<file path="src/rtl/regfile_write_arbiter_pkg.sv">
// Shared core constants for the register file and its writeback arbiter,
// plus the grant selector used by the arbiter.
package regfile_write_arbiter_pkg;

  localparam int XLEN       = 32;
  localparam int REG_ADDR_W = 5;
  localparam int NUM_REGS   = 2 ** REG_ADDR_W;

  // Which holding slot (if any) drives the write port this cycle.
  typedef enum logic [1:0] {
    GRANT_NONE = 2'd0,
    GRANT_REQ0 = 2'd1,
    GRANT_REQ1 = 2'd2
  } grant_e;

endpackage

</file>
<file path="src/rtl/regfile_write_arbiter_wb_slot.sv">
// One-entry writeback holding slot: captures a request, holds it while
// stalled, and tracks whether it is younger than the other slot.
module regfile_wb_slot
  import regfile_write_arbiter_pkg::*;
#(
  parameter int XLEN       = regfile_write_arbiter_pkg::XLEN,
  parameter int REG_ADDR_W = regfile_write_arbiter_pkg::REG_ADDR_W
) (
  input  logic                  clk,
  input  logic                  reset_n,
  input  logic                  in_valid,
  input  logic [REG_ADDR_W-1:0] in_reg,
  input  logic [XLEN-1:0]       in_data,
  input  logic                  grant,
  input  logic                  other_remains,
  input  logic                  other_fill,
  output logic                  ready,
  output logic                  fill,
  output logic                  valid,
  output logic [REG_ADDR_W-1:0] slot_reg,
  output logic [XLEN-1:0]       slot_data,
  output logic                  age
);

  logic                  valid_q, valid_d;
  logic [REG_ADDR_W-1:0] reg_q, reg_d;
  logic [XLEN-1:0]       data_q, data_d;
  logic                  age_q, age_d;

  // Accept/refill decision and next slot contents; x0 writes are accepted
  // but never stored. age=1 means this entry arrived after the other one.
  always_comb begin
    ready  = reset_n && (!valid_q || grant);
    fill   = in_valid && ready && (in_reg != '0);
    valid_d = valid_q;
    reg_d   = reg_q;
    data_d  = data_q;
    age_d   = age_q;
    if (fill) begin
      valid_d = 1'b1;
      reg_d   = in_reg;
      data_d  = in_data;
    end else if (grant) begin
      valid_d = 1'b0;
    end
    if (fill) begin
      age_d = other_remains;
    end else if (!valid_d) begin
      age_d = 1'b0;
    end else if (other_fill) begin
      age_d = 1'b0;
    end
  end

  // Slot state register, cleared immediately on reset.
  always_ff @(posedge clk or negedge reset_n) begin
    if (!reset_n) begin
      valid_q <= 1'b0;
      reg_q   <= '0;
      data_q  <= '0;
      age_q   <= 1'b0;
    end else begin
      valid_q <= valid_d;
      reg_q   <= reg_d;
      data_q  <= data_d;
      age_q   <= age_d;
    end
  end

  assign valid     = valid_q;
  assign slot_reg  = reg_q;
  assign slot_data = data_q;
  assign age       = age_q;

endmodule

</file>
<file path="src/rtl/regfile_write_arbiter.sv">
// Two-requester register file write arbiter: oldest slot wins, simultaneous
// arrivals resolved round-robin (same-destination ties favour requester 0 so
// requester 1's value lands last), registered write port.
module regfile_write_arbiter
  import regfile_write_arbiter_pkg::*;
#(
  parameter int XLEN       = regfile_write_arbiter_pkg::XLEN,
  parameter int REG_ADDR_W = regfile_write_arbiter_pkg::REG_ADDR_W,
  localparam int NUM_REGS  = 2 ** REG_ADDR_W
) (
  input  logic                  clk,
  input  logic                  reset_n,
  input  logic                  req0_valid,
  input  logic                  req1_valid,
  output logic                  req0_ready,
  output logic                  req1_ready,
  input  logic [REG_ADDR_W-1:0] req0_reg,
  input  logic [REG_ADDR_W-1:0] req1_reg,
  input  logic [XLEN-1:0]       req0_data,
  input  logic [XLEN-1:0]       req1_data,
  output logic                  reg_write,
  output logic [REG_ADDR_W-1:0] write_reg,
  output logic [XLEN-1:0]       write_data,
  output logic [NUM_REGS-1:0]   pending_mask
);

  logic [1:0]            req_valid;
  logic [REG_ADDR_W-1:0] req_reg   [2];
  logic [XLEN-1:0]       req_data  [2];

  logic [1:0]            slot_valid, slot_age, slot_fill, slot_ready;
  logic [1:0]            slot_grant, slot_remains;
  logic [REG_ADDR_W-1:0] slot_reg  [2];
  logic [XLEN-1:0]       slot_data [2];

  grant_e                grant_sel;
  logic                  tie;
  logic                  rr_q, rr_d;
  logic                  reg_write_q, reg_write_d;
  logic [REG_ADDR_W-1:0] write_reg_q, write_reg_d;
  logic [XLEN-1:0]       write_data_q, write_data_d;

  assign req_valid   = {req1_valid, req0_valid};
  assign req_reg[0]  = req0_reg;
  assign req_reg[1]  = req1_reg;
  assign req_data[0] = req0_data;
  assign req_data[1] = req1_data;

  genvar gi;
  generate
    for (gi = 0; gi < 2; gi++) begin : g_slot
      regfile_wb_slot #(
        .XLEN       (XLEN),
        .REG_ADDR_W (REG_ADDR_W)
      ) u_slot (
        .clk           (clk),
        .reset_n       (reset_n),
        .in_valid      (req_valid[gi]),
        .in_reg        (req_reg[gi]),
        .in_data       (req_data[gi]),
        .grant         (slot_grant[gi]),
        .other_remains (slot_remains[1-gi]),
        .other_fill    (slot_fill[1-gi]),
        .ready         (slot_ready[gi]),
        .fill          (slot_fill[gi]),
        .valid         (slot_valid[gi]),
        .slot_reg      (slot_reg[gi]),
        .slot_data     (slot_data[gi]),
        .age           (slot_age[gi])
      );
    end
  endgenerate

  assign req0_ready = slot_ready[0];
  assign req1_ready = slot_ready[1];

  // Pick one slot: older entry first; equal age is a tie for the pointer,
  // except that same-destination ties always drain requester 0 first.
  always_comb begin
    grant_sel = GRANT_NONE;
    tie       = 1'b0;
    if (&slot_valid) begin
      if (slot_age[0] && !slot_age[1]) begin
        grant_sel = GRANT_REQ1;
      end else if (slot_age[1] && !slot_age[0]) begin
        grant_sel = GRANT_REQ0;
      end else begin
        tie = 1'b1;
        if (slot_reg[0] == slot_reg[1]) begin
          grant_sel = GRANT_REQ0;
        end else begin
          grant_sel = rr_q ? GRANT_REQ1 : GRANT_REQ0;
        end
      end
    end else if (slot_valid[0]) begin
      grant_sel = GRANT_REQ0;
    end else if (slot_valid[1]) begin
      grant_sel = GRANT_REQ1;
    end
  end

  assign slot_grant   = {grant_sel == GRANT_REQ1, grant_sel == GRANT_REQ0};
  assign slot_remains = slot_valid & ~slot_grant;

  // Next write-port contents and pointer; the port holds when idle and the
  // pointer advances on every tie, including same-destination ones.
  always_comb begin
    rr_d         = rr_q ^ tie;
    reg_write_d  = (grant_sel != GRANT_NONE);
    write_reg_d  = write_reg_q;
    write_data_d = write_data_q;
    case (grant_sel)
      GRANT_REQ0: begin
        write_reg_d  = slot_reg[0];
        write_data_d = slot_data[0];
      end
      GRANT_REQ1: begin
        write_reg_d  = slot_reg[1];
        write_data_d = slot_data[1];
      end
      default: begin
      end
    endcase
  end

  // Write port and round-robin pointer; reset drops any in-flight write.
  always_ff @(posedge clk or negedge reset_n) begin
    if (!reset_n) begin
      rr_q         <= 1'b0;
      reg_write_q  <= 1'b0;
      write_reg_q  <= '0;
      write_data_q <= '0;
    end else begin
      rr_q         <= rr_d;
      reg_write_q  <= reg_write_d;
      write_reg_q  <= write_reg_d;
      write_data_q <= write_data_d;
    end
  end

  assign reg_write  = reg_write_q;
  assign write_reg  = write_reg_q;
  assign write_data = write_data_q;

  // Registers with a write held in a slot or on the write port; x0 never.
  generate
    for (gi = 0; gi < NUM_REGS; gi++) begin : g_pending
      if (gi == 0) begin : g_x0
        assign pending_mask[gi] = 1'b0;
      end else begin : g_rn
        localparam logic [REG_ADDR_W-1:0] IDX = REG_ADDR_W'(gi);
        assign pending_mask[gi] = (slot_valid[0] && (slot_reg[0] == IDX)) ||
                                  (slot_valid[1] && (slot_reg[1] == IDX)) ||
                                  (reg_write_q && (write_reg_q == IDX));
      end
    end
  endgenerate

endmodule

</file>
<file path="config.mk">
export PLATFORM = sky130hd
export DESIGN_NAME = regfile_write_arbiter
export DESIGN_NICKNAME = d
export VERILOG_FILES = /design/src/rtl/regfile_write_arbiter_pkg.sv /design/src/rtl/regfile_write_arbiter_wb_slot.sv /design/src/rtl/regfile_write_arbiter.sv
export SDC_FILE = /design/constraint.sdc
export NUM_CORES = 1
export LEC_CHECK = 0
export CELL_PAD_IN_SITES_DETAIL_PLACEMENT = 0
export CELL_PAD_IN_SITES_GLOBAL_PLACEMENT = 1
export CORE_MARGIN = 2
export CORE_UTILIZATION = 35
export CTS_BUF_LIST = sky130_fd_sc_hd__clkbuf_8 sky130_fd_sc_hd__clkbuf_16
export DETAILED_ROUTE_END_ITERATION = 8
export DONT_BUFFER_PORTS = 1
export HOLD_SLACK_MARGIN = 0.03
export PLACE_DENSITY_LB_ADDON = 0.1
export SYNTH_ARGS = -nofsm -noshare
export SYNTH_HDL_FRONTEND = slang
export SYNTH_HIERARCHICAL = 1
export SYNTH_SLANG_ARGS = --single-unit
</file>
<file path="constraint.sdc">
create_clock -name clk -period 3.31 [get_ports clk]
set_input_delay 0.662 -clock clk [delete_from_list [all_inputs] [get_ports clk]]
set_output_delay 0.662 -clock clk [all_outputs]
set_load 0.03 [all_outputs]
</file>
==> flow_summary.toml <==
[sta]
maxSlewViolCount = 0
slew_headroom_pct = 51.0
finalCriticalPeriod_ns = 3.15
tns_ns = 0
worst_pin_slew_ns = 0.735
finClkSkew_ns = 0.0118
setup_slack_ns = 0.161
setup_viol = 0
fmax_mhz = 318
rsz0062_at_grt = "no"
period_share_pct = 95.1
finalHoldViolations = 117
fin_hold_ws_ns = -0.0553

[die]
coreArea_um2 = 17200
die_y_um = 137
rows = 48
pin_count = 150
initial_core_util_pct = 35.7
dieArea_um2 = 18600
fp.dieW_um = 137

[power_and_ir_drop]
p_sw_uw = 3650
power_frac_seq_pct = 38.2
power_leakage_uw = 0.00306
p_sw_share_pct = 43.2
power_frac_comb_pct = 40.4
intPower_uw = 4800
vdd_drop_max_mv = 0.478
powerDensity_nw_per_um2 = 1240
power.total_uw = 8440
p_clk_share_pct = 21.3

[placement]
place.gp.congestion = 0.822
port_buffers = 0
placed_cell_area_um2 = 6240
dp_slack_ns = 0.294
hpwl_mm = 10.2

[setup_path]
timing.critical_path.slowest_cell_delay_ns = 0.51
cp_cell_sequence = "xor2_1, nor4_4, a221oi_2, ha_2, nand2b_1, and2_1, buf_12"
crit_type = "reg -> out"
critPathCaptureType = "output pin"
critical_path_buf_inv_count = 1
critPathLaunchType = "register"
crit_path_top_delay_cell = "dfrtp_1"
crit_required_ns = 2.65
crit_arrival_ns = 2.49
critPathTopFamily = "simple AND/OR/NAND/NOR gates"
path_max_fanout = 11
ff2ff_setup_slack_ns = 0.46

[global_routing]
grt-ovfl-total = 0
grt_pass1_wl_mm = 23.7
grt_pass1_vias = 4120
track_usage_pct = 16.9
antenna_found_initial = 1
grt_start_max_net_pins = 122

[cells_and_area]
fill_cells = 1660
area_growth_pct = 11.2
largest_reg_flops = 64
stdcell_area_um2 = 6840
multi_input_area_um2 = 2920
final_layout_size_suffix_gt1_share_pct = 24.9
regArea_um2 = 2930
final_nets = 594

[synthesis]
synth-seq-area-share_pct = 47.6
synthFlopType = "dfrtp_1"
async_flop_share_pct = 100
synth_cells = 517
synth_common_cells = "dfrtp_1 (117), nand2_1 (95), mux2_4 (56)"
yosysMostFrequentCell = "dfrtp_1"
synth_area_leaders = "dfrtp_1 (48%), mux2_4 (14%), mux2i_1 (6.0%)"
synth_top_area_share_pct = 47.6
syn_nets = 601
synth_edf_count = 0
netlist_area_um2 = 6150
ys_types = 43
syn_avg_cell_area_um2 = 11.9
yosysTopAreaCell = "dfrtp_1"
synth-seq-cells = 117
yosys_warnings = 6

[cts]
clk_root_buffer_cell = "clkbuf_16"
cts_tree = "yes"
cts.sinks = 117
insertion_delay_ns = 0.41
cts.htree.levels = 4
numCtsBuffers = 17
clk_pin_slew_worst_paths_ns = 0.06
ctsLongestPathBuffers = 2

[drt]
drtAntennaViolNets = 0
vias = 3989
viasPerCell = 5.33
drt_iter0_markers = 181
post-route-drc-count = 0
first_pass_iters = 4
wl_per_cell_um = 20.6
drt-total-wl_mm = 15.4

[run]
maxCapViolCount = 0

[hold_path]
hold_path.class = "in -> async"

[run_status]
violations = "negative hold slack"
status = "complete, but fails checks"
power groups by stage:
stage	Sequential, uW	Combinational, uW	Clock (uW)
after floorplan	3010	2940	0
after global placement	3230	3390	0
after detailed placement	3250	3450	0
after CTS	3230	3480	1860
after global routing	3340	3780	1930
final	3230	3410	1800
cell usage in the layout, fill, tap and decap left out, types with 2 or more instances in the layout:
| master | synthesis | final |
|---|---|---|
| nand2_1 | 95 | 95 |
| a32oi_1 | 8 | 8 |
| and2_1 | 8 | 7 |
| nor4b_1 | 2 | 2 |
| xor2_1 | 5 | 5 |
| mux2_2 | 8 | 8 |
| inv_1 | 7 | 8 |
| nor2_1 | 7 | 7 |
| and4b_1 | 9 | 9 |
| clkinv_4 | 0 | 3 |
| o211ai_4 | 2 | 2 |
| mux2i_1 | 37 | 37 |
| and4_1 | 3 | 3 |
| ha_2 | 0 | 2 |
| inv_6 | 2 | 6 |
| bufinv_16 | 0 | 2 |
| clkinvlp_4 | 0 | 2 |
| buf_4 | 8 | 8 |
| clkbuf_16 | 0 | 17 |
| o2bb2ai_1 | 2 | 2 |
| nor2b_1 | 10 | 10 |
| a22o_2 | 2 | 2 |
| or2_2 | 2 | 2 |
| a22oi_1 | 20 | 20 |
| dfrtp_1 | 117 | 116 |
| ha_1 | 6 | 4 |
| and4bb_2 | 9 | 9 |
| a222oi_1 | 3 | 3 |
| o21ai_0 | 38 | 38 |
| mux2_4 | 56 | 56 |
| or3_4 | 2 | 2 |
| clkinv_2 | 0 | 3 |
| nand2b_1 | 4 | 4 |
| a22o_1 | 8 | 8 |
worst reg2reg max path: stages (launching register included):
cell and delay (ns):
dfrtp_2 0.48, xor2_1 0.21, nor4_4 0.37, a221o_1 0.21, ha_1 0.17, nand2b_1 0.28, o211ai_4 0.19, inv_6 0.40
mux2_2 0.41
cell families (layout without fill, tap and decap cells):
logic type / Yosys count / in the layout / synth area share, %
AND/OR/NAND/NOR: 155 / 155 / 13.8
XOR/XNOR: 6 / 6 / 0.855
AO/OA/AOI/OAI: 87 / 87 / 10.1
other: 1 / 2 / 0.0610
multiplexers: 101 / 101 / 21.2
adder cells (fa/ha/maj): 6 / 6 / 1.22
flip-flops: 117 / 117 / 47.6
buffers and inverters: 44 / 50 / 5.09
final cells by class:
cell class                 count  area share (%)
clock buffer                  17            6.22
inverter                       9           0.641
timing repair buffer           9            1.17
antenna                        1          0.0366
multi-input combinational    356            42.7
sequential                   117            42.9
clock inverter                15            2.27
tap                          225            4.12
metal layers:
layer  wire (um)  GRT usage [%]  share of wire, %
met1        6750           22.1                44
met2        7220           25.8                47
met3        1320           6.07               8.5
met4         153           6.08              0.99
met5           0              0                 0
stage by stage:
step	util (%)	std cells	hold slack, ns
3_5_place_dp	36.2	716	0.369
2_1_floorplan	-	517	0.366
4_1_cts	39.6	748	-0.0808
3_3_place_gp	36.2	716	0.370
6_report	39.7	749	-0.0553
5_1_grt	39.7	749	-0.0896
what timing repair did:
item	CTS	global route
setup buffers	0	0
setup endpoints to repair	1	2
pin swaps	0	1
hold endpoints to repair	117	117
gates resized for setup	1	2
worst paths after layout:
kind                                                          start                                          to  cells past startpoint
min in group clk                                      req1_data[31]  g_slot[1].u_slot/slot_data[31]$_DFFE_PN0P_                      1
max in group asynchronous                                   reset_n   g_slot[1].u_slot/slot_data[7]$_DFFE_PN0P_                      0
setup reg to reg           g_slot[0].u_slot/slot_reg[4]$_DFFE_PN0P_  g_slot[0].u_slot/slot_data[21]$_DFFE_PN0P_                      8
hold / removal                                              reset_n  g_slot[0].u_slot/slot_data[14]$_DFFE_PN0P_                      0
setup / recovery           g_slot[1].u_slot/slot_reg[4]$_DFFE_PN0P_                                  req1_ready                      7
hold reg to reg                                      rr_q$_DFF_PN0_                              rr_q$_DFF_PN0_                      1
Power figures use the tool's default switching activity.
